--- config.mk ---
export PLATFORM = sky130hd
export DESIGN_NAME = multicycle_ctrl_flat
export DESIGN_NICKNAME = d
export VERILOG_FILES = /design/src/rtl/multicycle_ctrl_pkg.sv /design/src/rtl/multicycle_ctrl_if.sv /design/src/rtl/multicycle_ctrl_waitcnt.sv /design/src/rtl/multicycle_ctrl.sv /design/src/flat_wrapper.sv
export SDC_FILE = /design/constraint.sdc
export NUM_CORES = 1
export LEC_CHECK = 0
export BUFFER_PORTS_ARGS = -buffer_cell sky130_fd_sc_hd__buf_2
export CAP_MARGIN = 20
export CORE_MARGIN = 3
export CORE_UTILIZATION = 30
export DETAILED_ROUTE_END_ITERATION = 10
export MAX_ROUTING_LAYER = met4
export SETUP_SLACK_MARGIN = 0.3
export SLEW_MARGIN = 20
export SYNTH_ARGS = -nofsm -noshare
export SYNTH_HDL_FRONTEND = slang
export SYNTH_SLANG_ARGS = --single-unit
export TNS_END_PERCENT = 50
--- constraint.sdc ---
create_clock -name clk -period 2.68 [get_ports clk]
set_input_delay 0.804 -clock clk [delete_from_list [all_inputs] [get_ports clk]]
set_output_delay 0.804 -clock clk [all_outputs]
set_load 0.02 [all_outputs]
--- src/rtl/multicycle_ctrl_pkg.sv ---
// ----------------------------------------------------------------------------
// mips_defs: shared definitions for the multi-cycle MIPS-subset controller.
//   - state_t     : sequencer state encodings (also exported on the debug port)
//   - OP_* / FUNCT_JR : opcode and funct constants decoded by the controller
//   - PCSRC_*, ALUB_*, M2R_*, REGDST_*, ALUOP_* : datapath mux select codes
//   - is_wait_state() : states that hold for the memory ready handshake
// ----------------------------------------------------------------------------
package mips_defs;

    typedef enum logic [3:0] {
        S_FETCH  = 4'd0,
        S_DECODE = 4'd1,
        S_MEMADR = 4'd2,
        S_MEMRD  = 4'd3,
        S_MEMWB  = 4'd4,
        S_MEMWR  = 4'd5,
        S_EXEC   = 4'd6,
        S_RWB    = 4'd7,
        S_BRANCH = 4'd8,
        S_JUMPR  = 4'd9,
        S_JRSRD  = 4'd10,
        S_JRSWB  = 4'd11,
        S_TRAP   = 4'd15
    } state_t;

    localparam logic [5:0] OP_RTYPE = 6'b000000;
    localparam logic [5:0] OP_LW    = 6'b100011;
    localparam logic [5:0] OP_SW    = 6'b101011;
    localparam logic [5:0] OP_BEQ   = 6'b000100;
    localparam logic [5:0] OP_BN    = 6'b100101;
    localparam logic [5:0] OP_JRSAL = 6'b011001;
    localparam logic [5:0] FUNCT_JR = 6'b001000;

    localparam logic [1:0] PCSRC_ALU    = 2'd0;
    localparam logic [1:0] PCSRC_ALUOUT = 2'd1;
    localparam logic [1:0] PCSRC_RS     = 2'd2;
    localparam logic [1:0] PCSRC_MDR    = 2'd3;

    localparam logic [1:0] ALUB_RT     = 2'd0;
    localparam logic [1:0] ALUB_FOUR   = 2'd1;
    localparam logic [1:0] ALUB_IMM    = 2'd2;
    localparam logic [1:0] ALUB_IMMSH2 = 2'd3;

    localparam logic [1:0] M2R_ALUOUT = 2'd0;
    localparam logic [1:0] M2R_MDR    = 2'd1;
    localparam logic [1:0] M2R_PC     = 2'd2;

    localparam logic [1:0] REGDST_RT = 2'd0;
    localparam logic [1:0] REGDST_RD = 2'd1;
    localparam logic [1:0] REGDST_RA = 2'd2;

    localparam logic [1:0] ALUOP_ADD   = 2'd0;
    localparam logic [1:0] ALUOP_SUB   = 2'd1;
    localparam logic [1:0] ALUOP_FUNCT = 2'd2;

    // States that sit on the shared memory port waiting for memready.
    function automatic logic is_wait_state(input state_t s);
        return (s == S_FETCH) || (s == S_MEMRD) || (s == S_MEMWR) || (s == S_JRSRD);
    endfunction

endpackage

--- src/rtl/multicycle_ctrl_if.sv ---
// ----------------------------------------------------------------------------
// multicycle_ctrl_if: control bundle between the sequencer and the datapath.
//   master : the controller (consumes IR fields / flags, drives enables)
//   slave  : the datapath   (drives IR fields / flags, consumes enables)
// ----------------------------------------------------------------------------
interface multicycle_ctrl_if;
    logic [5:0] op;
    logic [5:0] funct;
    logic       zero;
    logic       memready;

    logic       pcwrite;
    logic       pcwritecond;
    logic       branchne;
    logic       iord;
    logic       memread;
    logic       memwrite;
    logic       irwrite;
    logic [1:0] regdest;
    logic [1:0] memtoreg;
    logic       regwrite;
    logic       alusrca;
    logic [1:0] alusrcb;
    logic [1:0] aluop;
    logic [1:0] pcsource;
    logic       buserr;
    logic [3:0] state;

    modport master (
        input  op, funct, zero, memready,
        output pcwrite, pcwritecond, branchne, iord, memread, memwrite, irwrite,
               regdest, memtoreg, regwrite, alusrca, alusrcb, aluop, pcsource,
               buserr, state
    );

    modport slave (
        output op, funct, zero, memready,
        input  pcwrite, pcwritecond, branchne, iord, memread, memwrite, irwrite,
               regdest, memtoreg, regwrite, alusrca, alusrcb, aluop, pcsource,
               buserr, state
    );
endinterface

--- src/rtl/multicycle_ctrl_waitcnt.sv ---
// ----------------------------------------------------------------------------
// mc_waitcnt: memory-handshake watchdog counter.
//   clk, resetn : clock, async active-low reset
//   enable      : count this cycle (waiting on memory, memready low)
//   clear       : sequencer changes state; restart the count (wins over enable)
//   expired     : count has reached WAITMAX
// The count saturates at all-ones so it can never wrap back to a small value.
// ----------------------------------------------------------------------------
module mc_waitcnt #(
    parameter int WAITMAX = 15,
    parameter int CNTW    = 8
) (
    input  logic clk,
    input  logic resetn,
    input  logic enable,
    input  logic clear,
    output logic expired
);
    localparam logic [CNTW-1:0] LP_MAX = CNTW'(WAITMAX);

    logic [CNTW-1:0] r_cnt;

    always_ff @(posedge clk or negedge resetn) begin
        if (!resetn)
            r_cnt <= '0;
        else if (clear)
            r_cnt <= '0;
        else if (enable && (r_cnt != '1))
            r_cnt <= r_cnt + CNTW'(1);
    end

    assign expired = (r_cnt == LP_MAX);

endmodule

--- src/rtl/multicycle_ctrl.sv ---
// ----------------------------------------------------------------------------
// multicycle_ctrl: state sequencer for the multi-cycle MIPS-subset datapath.
//   clk, resetn : clock, async active-low reset
//   ctl         : multicycle_ctrl_if.master
//                 in : op, funct (from IR), zero (ALU), memready (memory)
//                 out: datapath enables/selects, sticky buserr, debug state
// Outputs are decoded from the current state. The one exception is FETCH,
// where irwrite/pcwrite follow memready so the IR and PC load only in the
// cycle the instruction word actually arrives. Strobes are gated by resetn
// so they are all low while reset is held, even though reset parks in FETCH.
// ----------------------------------------------------------------------------
module multicycle_ctrl
    import mips_defs::*;
#(
    parameter int WAITMAX = 15,
    parameter int CNTW    = 8
) (
    input  logic              clk,
    input  logic              resetn,
    multicycle_ctrl_if.master ctl
);

    state_t r_state;
    state_t w_next;
    logic   r_buserr;
    logic   w_wait;
    logic   w_expired;
    logic   w_trip;
    logic   w_clear;

    // Strobe/select decode before reset gating
    logic       w_pcwrite, w_pcwritecond, w_memread, w_memwrite, w_irwrite, w_regwrite;
    logic       w_branchne, w_iord, w_alusrca;
    logic [1:0] w_regdest, w_memtoreg, w_alusrcb, w_aluop, w_pcsource;

    // ---------------------------------------------------------------- watchdog
    assign w_wait  = is_wait_state(r_state);
    // memready wins over an expired count: only trip while still waiting.
    assign w_trip  = w_wait && !ctl.memready && w_expired;
    assign w_clear = (w_next != r_state);

    mc_waitcnt #(
        .WAITMAX (WAITMAX),
        .CNTW    (CNTW)
    ) u_waitcnt (
        .clk     (clk),
        .resetn  (resetn),
        .enable  (w_wait && !ctl.memready),
        .clear   (w_clear),
        .expired (w_expired)
    );

    // -------------------------------------------------------------- next state
    always_comb begin
        w_next = r_state;
        unique case (r_state)
            S_FETCH:  if (ctl.memready) w_next = S_DECODE;
            S_DECODE: begin
                if ((ctl.op == OP_LW) || (ctl.op == OP_SW))
                    w_next = S_MEMADR;
                else if (ctl.op == OP_RTYPE)
                    w_next = (ctl.funct == FUNCT_JR) ? S_JUMPR : S_EXEC;
                else if ((ctl.op == OP_BEQ) || (ctl.op == OP_BN))
                    w_next = S_BRANCH;
                else if (ctl.op == OP_JRSAL)
                    w_next = S_JRSRD;
                else
                    w_next = S_TRAP;
            end
            // Only lw/sw reach MEMADR, so anything but sw is a load.
            S_MEMADR: w_next = (ctl.op == OP_SW) ? S_MEMWR : S_MEMRD;
            S_MEMRD:  if (ctl.memready) w_next = S_MEMWB;
            S_MEMWB:  w_next = S_FETCH;
            S_MEMWR:  if (ctl.memready) w_next = S_FETCH;
            S_EXEC:   w_next = S_RWB;
            S_RWB:    w_next = S_FETCH;
            S_BRANCH: w_next = S_FETCH;
            S_JUMPR:  w_next = S_FETCH;
            S_JRSRD:  if (ctl.memready) w_next = S_JRSWB;
            S_JRSWB:  w_next = S_FETCH;
            S_TRAP:   w_next = S_TRAP;
            default:  w_next = S_TRAP;
        endcase
        if (w_trip)
            w_next = S_TRAP;
    end

    // Every path into TRAP raises buserr; only reset lowers it.
    always_ff @(posedge clk or negedge resetn) begin
        if (!resetn) begin
            r_state  <= S_FETCH;
            r_buserr <= 1'b0;
        end else begin
            r_state <= w_next;
            if (w_next == S_TRAP)
                r_buserr <= 1'b1;
        end
    end

    // ---------------------------------------------------------- output decode
    always_comb begin
        w_pcwrite     = 1'b0;
        w_pcwritecond = 1'b0;
        w_branchne    = 1'b0;
        w_iord        = 1'b0;
        w_memread     = 1'b0;
        w_memwrite    = 1'b0;
        w_irwrite     = 1'b0;
        w_regdest     = REGDST_RT;
        w_memtoreg    = M2R_ALUOUT;
        w_regwrite    = 1'b0;
        w_alusrca     = 1'b0;
        w_alusrcb     = ALUB_RT;
        w_aluop       = ALUOP_ADD;
        w_pcsource    = PCSRC_ALU;
        unique case (r_state)
            S_FETCH: begin
                w_memread = 1'b1;
                w_alusrcb = ALUB_FOUR;
                w_irwrite = ctl.memready;
                w_pcwrite = ctl.memready;
            end
            S_DECODE: w_alusrcb = ALUB_IMMSH2;
            S_MEMADR: begin
                w_alusrca = 1'b1;
                w_alusrcb = ALUB_IMM;
            end
            S_MEMRD: begin
                w_memread = 1'b1;
                w_iord    = 1'b1;
            end
            S_MEMWB: begin
                w_regwrite = 1'b1;
                w_memtoreg = M2R_MDR;
            end
            S_MEMWR: begin
                w_memwrite = 1'b1;
                w_iord     = 1'b1;
            end
            S_EXEC: begin
                w_alusrca = 1'b1;
                w_aluop   = ALUOP_FUNCT;
            end
            S_RWB: begin
                w_regwrite = 1'b1;
                w_regdest  = REGDST_RD;
            end
            S_BRANCH: begin
                w_alusrca     = 1'b1;
                w_aluop       = ALUOP_SUB;
                w_pcwritecond = 1'b1;
                w_pcsource    = PCSRC_ALUOUT;
                w_branchne    = (ctl.op == OP_BN);
            end
            S_JUMPR: begin
                w_pcwrite  = 1'b1;
                w_pcsource = PCSRC_RS;
            end
            S_JRSRD: begin
                w_memread = 1'b1;
                w_iord    = 1'b1;
            end
            S_JRSWB: begin
                // Target comes from memory; PC still holds PC+4 for the link.
                w_pcwrite  = 1'b1;
                w_pcsource = PCSRC_MDR;
                w_regwrite = 1'b1;
                w_regdest  = REGDST_RA;
                w_memtoreg = M2R_PC;
            end
            default: ;
        endcase
    end

    assign ctl.pcwrite     = w_pcwrite     & resetn;
    assign ctl.pcwritecond = w_pcwritecond & resetn;
    assign ctl.memread     = w_memread     & resetn;
    assign ctl.memwrite    = w_memwrite    & resetn;
    assign ctl.irwrite     = w_irwrite     & resetn;
    assign ctl.regwrite    = w_regwrite    & resetn;
    assign ctl.branchne    = w_branchne;
    assign ctl.iord        = w_iord;
    assign ctl.regdest     = w_regdest;
    assign ctl.memtoreg    = w_memtoreg;
    assign ctl.alusrca     = w_alusrca;
    assign ctl.alusrcb     = w_alusrcb;
    assign ctl.aluop       = w_aluop;
    assign ctl.pcsource    = w_pcsource;
    assign ctl.buserr      = r_buserr;
    assign ctl.state       = r_state;

endmodule

--- src/flat_wrapper.sv ---
// flat-port wrapper written by rule: the top's interface ports become plain ports
module multicycle_ctrl_flat import mips_defs::*;
#(
    parameter int WAITMAX = 15,
    parameter int CNTW    = 8
)
  (clk, resetn, ctl_op, ctl_funct, ctl_zero, ctl_memready, ctl_pcwrite, ctl_pcwritecond, ctl_branchne, ctl_iord, ctl_memread, ctl_memwrite, ctl_irwrite, ctl_regdest, ctl_memtoreg, ctl_regwrite, ctl_alusrca, ctl_alusrcb, ctl_aluop, ctl_pcsource, ctl_buserr, ctl_state);
  multicycle_ctrl_if ctl_i ();
  input  logic clk;
  input  logic resetn;
  input wire logic [$bits(ctl_i.op)-1:0] ctl_op;
  input wire logic [$bits(ctl_i.funct)-1:0] ctl_funct;
  input wire logic [$bits(ctl_i.zero)-1:0] ctl_zero;
  input wire logic [$bits(ctl_i.memready)-1:0] ctl_memready;
  output wire logic [$bits(ctl_i.pcwrite)-1:0] ctl_pcwrite;
  output wire logic [$bits(ctl_i.pcwritecond)-1:0] ctl_pcwritecond;
  output wire logic [$bits(ctl_i.branchne)-1:0] ctl_branchne;
  output wire logic [$bits(ctl_i.iord)-1:0] ctl_iord;
  output wire logic [$bits(ctl_i.memread)-1:0] ctl_memread;
  output wire logic [$bits(ctl_i.memwrite)-1:0] ctl_memwrite;
  output wire logic [$bits(ctl_i.irwrite)-1:0] ctl_irwrite;
  output wire logic [$bits(ctl_i.regdest)-1:0] ctl_regdest;
  output wire logic [$bits(ctl_i.memtoreg)-1:0] ctl_memtoreg;
  output wire logic [$bits(ctl_i.regwrite)-1:0] ctl_regwrite;
  output wire logic [$bits(ctl_i.alusrca)-1:0] ctl_alusrca;
  output wire logic [$bits(ctl_i.alusrcb)-1:0] ctl_alusrcb;
  output wire logic [$bits(ctl_i.aluop)-1:0] ctl_aluop;
  output wire logic [$bits(ctl_i.pcsource)-1:0] ctl_pcsource;
  output wire logic [$bits(ctl_i.buserr)-1:0] ctl_buserr;
  output wire logic [$bits(ctl_i.state)-1:0] ctl_state;
  assign ctl_i.op = ctl_op;
  assign ctl_i.funct = ctl_funct;
  assign ctl_i.zero = ctl_zero;
  assign ctl_i.memready = ctl_memready;
  assign ctl_pcwrite = ctl_i.pcwrite;
  assign ctl_pcwritecond = ctl_i.pcwritecond;
  assign ctl_branchne = ctl_i.branchne;
  assign ctl_iord = ctl_i.iord;
  assign ctl_memread = ctl_i.memread;
  assign ctl_memwrite = ctl_i.memwrite;
  assign ctl_irwrite = ctl_i.irwrite;
  assign ctl_regdest = ctl_i.regdest;
  assign ctl_memtoreg = ctl_i.memtoreg;
  assign ctl_regwrite = ctl_i.regwrite;
  assign ctl_alusrca = ctl_i.alusrca;
  assign ctl_alusrcb = ctl_i.alusrcb;
  assign ctl_aluop = ctl_i.aluop;
  assign ctl_pcsource = ctl_i.pcsource;
  assign ctl_buserr = ctl_i.buserr;
  assign ctl_state = ctl_i.state;
  multicycle_ctrl #(.WAITMAX(WAITMAX), .CNTW(CNTW)) u_core (.clk(clk), .resetn(resetn), .ctl(ctl_i));
endmodule
==> results of run 1 <==
[layout by cell type (no fill, tap or decap), drive strengths merged, types with 3 or more instances in the layout]
cell      n
o21ai     9
buf      71
a2111oi   7
a21oi     8
nand2b    6
xnor2     5
or4       3
nand3     7
nand2    11
dfrtp    13
clkbuf    7
nor4b     3
nor3      6
xor2      3
a211oi    4
nor2      9
nor2b     6
a21o      3
and3      5
nand4     3
[kinds of logic after synthesis]
kind of cell	count (synthesis)	synth area share (%)
xor+xnor	8	5.791
flops	13	26.89
compound gates	45	25.96
fa+ha+maj	1	1.034
mux	1	0.8273
buf+inv	12	4.343
simple gates	72	35.16
[layer usage]
metal / track usage, % / wire length, um
met5: - / 0
met4: 1.952 / 21
met1: 21.67 / 1992
met2: 25.42 / 2193
met3: 1.884 / 191
[layout make-up]
class | count | area, sq um | share of cell area, %
clock buffer | 4 | 45.04 | 2.232
inverter | 3 | 11.26 | 0.5580
multi-input combinational | 128 | 1082 | 53.63
sequential | 13 | 330.3 | 16.37
tap | 48 | 60.06 | 2.976
timing repair buffer | 74 | 489.2 | 24.24
[where the power goes]
group / internal (mW) / switching, mW / total [mW] / leakage (nW)
logic: 0.0261 / 0.0251 / 0.0513 / 0.686
registers: 0.198 / 0.00117 / 0.199 / 0.153
clock network: 0.105 / 0.0692 / 0.174 / 0.0228
total: 0.329 / 0.0955 / 0.424 / 0.862
[final timing paths]
| kind | from | end | depth (start not counted) |
|---|---|---|---|
| max | ctl_op[4] | u_core.u_waitcnt.r_cnt[0]$_DFFE_PN0P_ | 8 |
| min in group asynchronous | resetn | u_core.u_waitcnt.r_cnt[7]$_DFFE_PN0P_ | 2 |
| max reg2reg | u_core.ctl.state[2]$_DFF_PN0_ | u_core.u_waitcnt.r_cnt[0]$_DFFE_PN0P_ | 8 |
| min | u_core.ctl.buserr$_DFFE_PN0N_ | u_core.ctl.buserr$_DFFE_PN0N_ | 1 |
| min reg2reg | u_core.ctl.buserr$_DFFE_PN0N_ | u_core.ctl.buserr$_DFFE_PN0N_ | 1 |
| max in group asynchronous | resetn | u_core.ctl.state[1]$_DFF_PN0_ | 2 |
[state kept, by name, indices dropped and copies added (netlist names)]
signal and flops:
u_core.ctl.state 4, u_core.ctl.buserr 1, u_core.u_waitcnt.r_cnt 8
[what timing repair did]
action | 4_1_cts | 5_1_grt
gates resized for setup | 20 | 34
pin swaps | 7 | 3
gates cloned | 1 | 0
setup endpoints to repair | 18 | 28
setup buffers | 1 | 11
[per-stage QoR]
step                      instances  total power [mW]  cell area, sq um  worst slack (ns)  setup TNS [ns]
after floorplan                 152            0.2147              1215            0.1091               0
after global placement          253            0.2476              1604           -0.3026          -1.989
after detailed placement        253            0.2477              1604           -0.2936          -1.749
after CTS                       259            0.4168              1738            0.1107               0
after global routing            270            0.4451              2018           0.02144               0
final                           270            0.4242              2018           0.09301               0
==> results by group, run 1 <==
Status
  – Outcome: completed

Place
  – DP HPWL: about 2800 um
  – GP Congestion: 0.7870
  – PortBufs: 38

Clocking
  – CTS Root Cell: clkbuf_8
  – CTS buffer count: 3
  – Clock tree sinks: 13
  – CTS clock-pin slew for the worst setup and hold paths: 0.06 ns
  – CTS HTree Levels: 1
  – Clock Latency Late Sink: 0.24 ns
  – # hold bufs at CTS: 0
  – CTS tree: done
  – Clock Tree Buf Depth: 2

Floorplan
  – Num rows: 22
  – Initial core utilization: 32.08%
  – Die X: 69.51 um
  – Total die area: around 0.0048 sq mm
  – Core area: 0.003771 sq mm
  – I/O pins: 40
  – Chip height: 69.51 um

Finish
  – FILL cells: roughly 350
  – Fin nets: 240
  – Area growth from synthesis to layout: 66.80%
  – Layout cell share with drive strength beyond 1: 50.00%
  – ANT cells: 0
  – Final Util: 53.52%

Logic synthesis
  – Mapped Avg Cell Area: 7.960 sq um
  – Yosys reg bits: 13
  – Number of flops mapped to enable cells by yosys: 0
  – Top_reg_cell synth: dfrtp_1
  – Top post-synthesis cells by area: dfrtp_1 27%, a2111oi_0 5.1%, xnor2_1 3.6%
  – Post-synth top area share: 26.89%
  – Largest area contributor in the netlist: dfrtp_1
  – Yosys warns: 0
  – Mapped Cells: about 150
  – Register area share after synthesis: 26.89%
  – Count leader, synth: dfrtp_1
  – Synth top cells by count: 13 x dfrtp_1, 11 x nand2_1, 9 x nor2_1
  – Mapped Nets: 169
  – Post-Syn Area: 0.001210 sq mm
  – Asr flop ratio synth: 100.0%
  – Synth cell types: 47

Route
  – DR DRC count: 0
  – Per-cell routed wire length: about 16 um
  – Iteration-0 DRC Markers: around 160
  – DRT antenna net count: 0
  – DR vias: 1,481
  – Pre-antenna DRT Iters: 4
  – Total Routed Length: 4398 um
  – Via density: ~5.5

Worst setup path
  – Slowest-stage cell, CP: or4_4
  – Slowest cell delay on critical path: roughly 0.45 ns
  – CP Class: in -> reg
  – Worst path bufs/invs: 2
  – FF-to-FF setup slack: 0.25 ns
  – Worst-path maximum fanout: 7
  – Arrival @ worst endpoint: 2.72 ns
  – CP Capture Type: register
  – Critical path's top delay family: simple AND/OR/NAND/NOR gates
  – Worst Setup Start Kind: primary input
  – CP required: 2.81 ns
  – Crit-path cells: buf_6 -> or3_4 -> or4_4 -> o221ai_4 -> nor4b_4 -> nor3_4 -> buf_12 -> a2111oi_2

Timing
  – Max transition margin: 49.83%
  – Fmax: 386.6 MHz
  – Tmin final: 2.587 ns
  – Unrepaired setup endpoints after global routing: yes
  – Measured slew at the worst slew-check pin: 0.7525 ns
  – Hold Fails Final Rpt: 0
  – Slew Limit Fails: 0
  – Final Setup Violations: 0
  – Period utilization: 96.53%
  – Final setup skew: 0.002380 ns
  – Minimum hold slack: 0.4610 ns

Power
  – Max VDD drop: 0.1839 mV
  – PwrDens: roughly 210 mW/mm^2
  – Pleak: 0.8616 nW

Job
  – Max-cap violations: 0

Min path
  – HP Class: reg -> reg

Global route
  – Vias in the first global route: 1,337
  – Total grt overflow: 0
  – Total Routing Usage GR: 15.71%
  – First-pass GRT wire length: 6244 um
  – Pin count of the biggest net entering global routing: 15
  – Initial antenna violation count: 0
(Power assumes the default switching activity.)
==> run 2: changes to the inputs <==
RECOVER_POWER = 100   (was not set)
==> results by group, run 2 (same netlist as run 1, synthesis figures left out) <==
Worst setup path
  – Worst path bufs/invs: 2
  – CP Class: in -> reg
  – CP Capture Type: register
  – CP required: 2.80 ns
  – Critical path's top delay family: simple AND/OR/NAND/NOR gates
  – Crit-path cells: buf_6 -> or3_4 -> or4_4 -> o221ai_4 -> nor4b_4 -> nor3_4 -> buf_12 -> a2111oi_2
  – Worst-path maximum fanout: 7
  – Cells on worst reg2reg path: 8
  – FF-to-FF setup slack: 0.16 ns
  – Critical Path Start: ctl_op[4]
  – Arrival @ worst endpoint: around 2.7 ns
  – Slowest cell delay on critical path: around 0.45 ns
  – Critical path depth: 8
  – Setup crit end: u_core.u_waitcnt.r_cnt[0]$_DFFE_PN0P_
  – Worst Setup Start Kind: primary input
  – FF-to-FF End: u_core.u_waitcnt.r_cnt[0]$_DFFE_PN0P_
  – Slowest-stage cell, CP: or4_4
  – Crit Reg-Reg Startpoint: u_core.ctl.state[2]$_DFF_PN0_

Finish
  – Final non-filler cell total: 270
  – Fin nets: 240
  – Most common cell after layout, fill and taps aside: buf_4
  – Layout cell share with drive strength beyond 1: around two fifths
  – Final instance area: 0.001974 sq mm
  – ANT cells: 0
  – Max reg flops: 8
  – FILL cells: 369
  – Biggest register: u_core.u_waitcnt.r_cnt
  – Commonest non-fill, non-tap cells in the layout: 27 x buf_4, 24 x buf_2, 15 x clkbuf_1, 13 x dfrtp_1, 10 x nand2_1
  – Area growth from synthesis to layout: 63.18%

Floorplan
  – Num rows: 22
  – Die X: 69.51 um
  – Total die area: 0.004831 sq mm
  – Chip height: between 60 and 70 um
  – Core area: 0.003771 sq mm
  – I/O pins: 40
  – Initial core utilization: 32.08%

Global route
  – First-pass GRT wire length: approximately 6200 um
  – Pin count of the biggest net entering global routing: 15
  – Total grt overflow: 0
  – Initial antenna violation count: 0
  – Vias in the first global route: 1,337
  – Total Routing Usage GR: about 16%

Place
  – DP HPWL: 2780 um
  – Worst slack, placed: -0.2936 ns
  – Placement Cell Area: 0.001604 sq mm
  – PortBufs: 38
  – DP Cell Count: 253
  – GP Congestion: 0.7870

Clocking
  – CTS HTree Levels: 1
  – Clock Tree Buf Depth: 2
  – Clock tree sinks: 13
  – CTS Root Cell: clkbuf_8
  – # hold bufs at CTS: 0
  – CTS tree: done
  – CTS clock-pin slew for the worst setup and hold paths: ~0.060 ns
  – Clock Latency Late Sink: 0.24 ns
  – CTS buffer count: 3

Power
  – Pwr Total: 0.4189 mW
  – PwrDens: 212.2 mW/mm^2
  – Pleak: 0.7919 nW
  – Max VDD drop: 0.1823 mV

Timing
  – Measured slew at the worst slew-check pin: 0.7569 ns
  – Setup TNS: 0 ns
  – Tmin final: 2.593 ns
  – Slew Limit Fails: 0
  – Fin worst setup slack: 0.08669 ns
  – Unrepaired setup endpoints after global routing: yes
  – Fmax: between 300 and 400 MHz
  – Final Setup Violations: 0
  – Max transition margin: 49.53%
  – Hold Fails Final Rpt: 0
  – Period utilization: 96.77%
  – Final setup skew: 0.005919 ns

Route
  – Per-cell routed wire length: 16.24 um
  – Iteration-0 DRC Markers: 106
  – Total Routed Length: 4386 um
  – DR DRC count: 0
  – DR vias: 1,485
  – Pre-antenna DRT Iters: 4
  – Via density: 5.500
  – DRT antenna net count: 0

Job
  – Max-cap violations: 0

Status
  – Outcome: completed

Min path
  – HP Class: reg -> reg
  – Min-Delay Startpoint: u_core.ctl.buserr$_DFFE_PN0N_
-- run 2: final cells by class --
class / count / area (sq um) / share of cell area (%)
tap: 48 / 60.06 / 3.042
multi-input combinational: 128 / 1066 / 53.99
timing repair buffer: 74 / 466.7 / 23.64
inverter: 3 / 11.26 / 0.5703
sequential: 13 / 325.3 / 16.48
clock buffer: 4 / 45.04 / 2.281
-- run 2: worst min-delay path by stage --
| stage | endpoint | slack, ns | depth (start not counted) |
|---|---|---|---|
| 3_3_place_gp | u_core.ctl.buserr$_DFFE_PN0N_ | 0.45 | 1 |
| 2_1_floorplan | u_core.ctl.buserr$_DFFE_PN0N_ | 0.51 | 0 |
| 6_report | u_core.ctl.buserr$_DFFE_PN0N_ | 0.46 | 1 |
| 4_1_cts | u_core.ctl.buserr$_DFFE_PN0N_ | 0.47 | 1 |
| 3_5_place_dp | u_core.ctl.buserr$_DFFE_PN0N_ | 0.45 | 1 |
| 5_1_grt | u_core.ctl.buserr$_DFFE_PN0N_ | 0.50 | 1 |
-- run 2: metal layers --
layer	GRT usage (%)	wire length, um
met5	-	0
met4	1.952	21
met2	25.42	2168
met3	1.884	130
met1	21.67	2066
-- run 2: per-stage QoR --
stage / utilization [%] / hold slack (ns)
3_3_place_gp: 42.53 / 0.4465
5_1_grt: 52.36 / 0.4994
4_1_cts: 46.08 / 0.4700
6_report: 52.36 / 0.4635
3_5_place_dp: 42.53 / 0.4510
2_1_floorplan: - / 0.5084
-- run 2: what timing repair did --
item | 4_1_cts | 5_1_grt
cloned | 1 | 0
pin swaps | 7 | 3
endpoints found under the setup margin | 18 | 28
setup buffers | 1 | 11
resized for setup | 20 | 34
-- run 2: where the power goes --
part / switching, mW / internal [mW] / total [mW]
clock: 0.0659 / 0.105 / 0.170
combinational: 0.0244 / 0.0252 / 0.0496
sequential: 0.00118 / 0.198 / 0.199
total: 0.0914 / 0.328 / 0.419
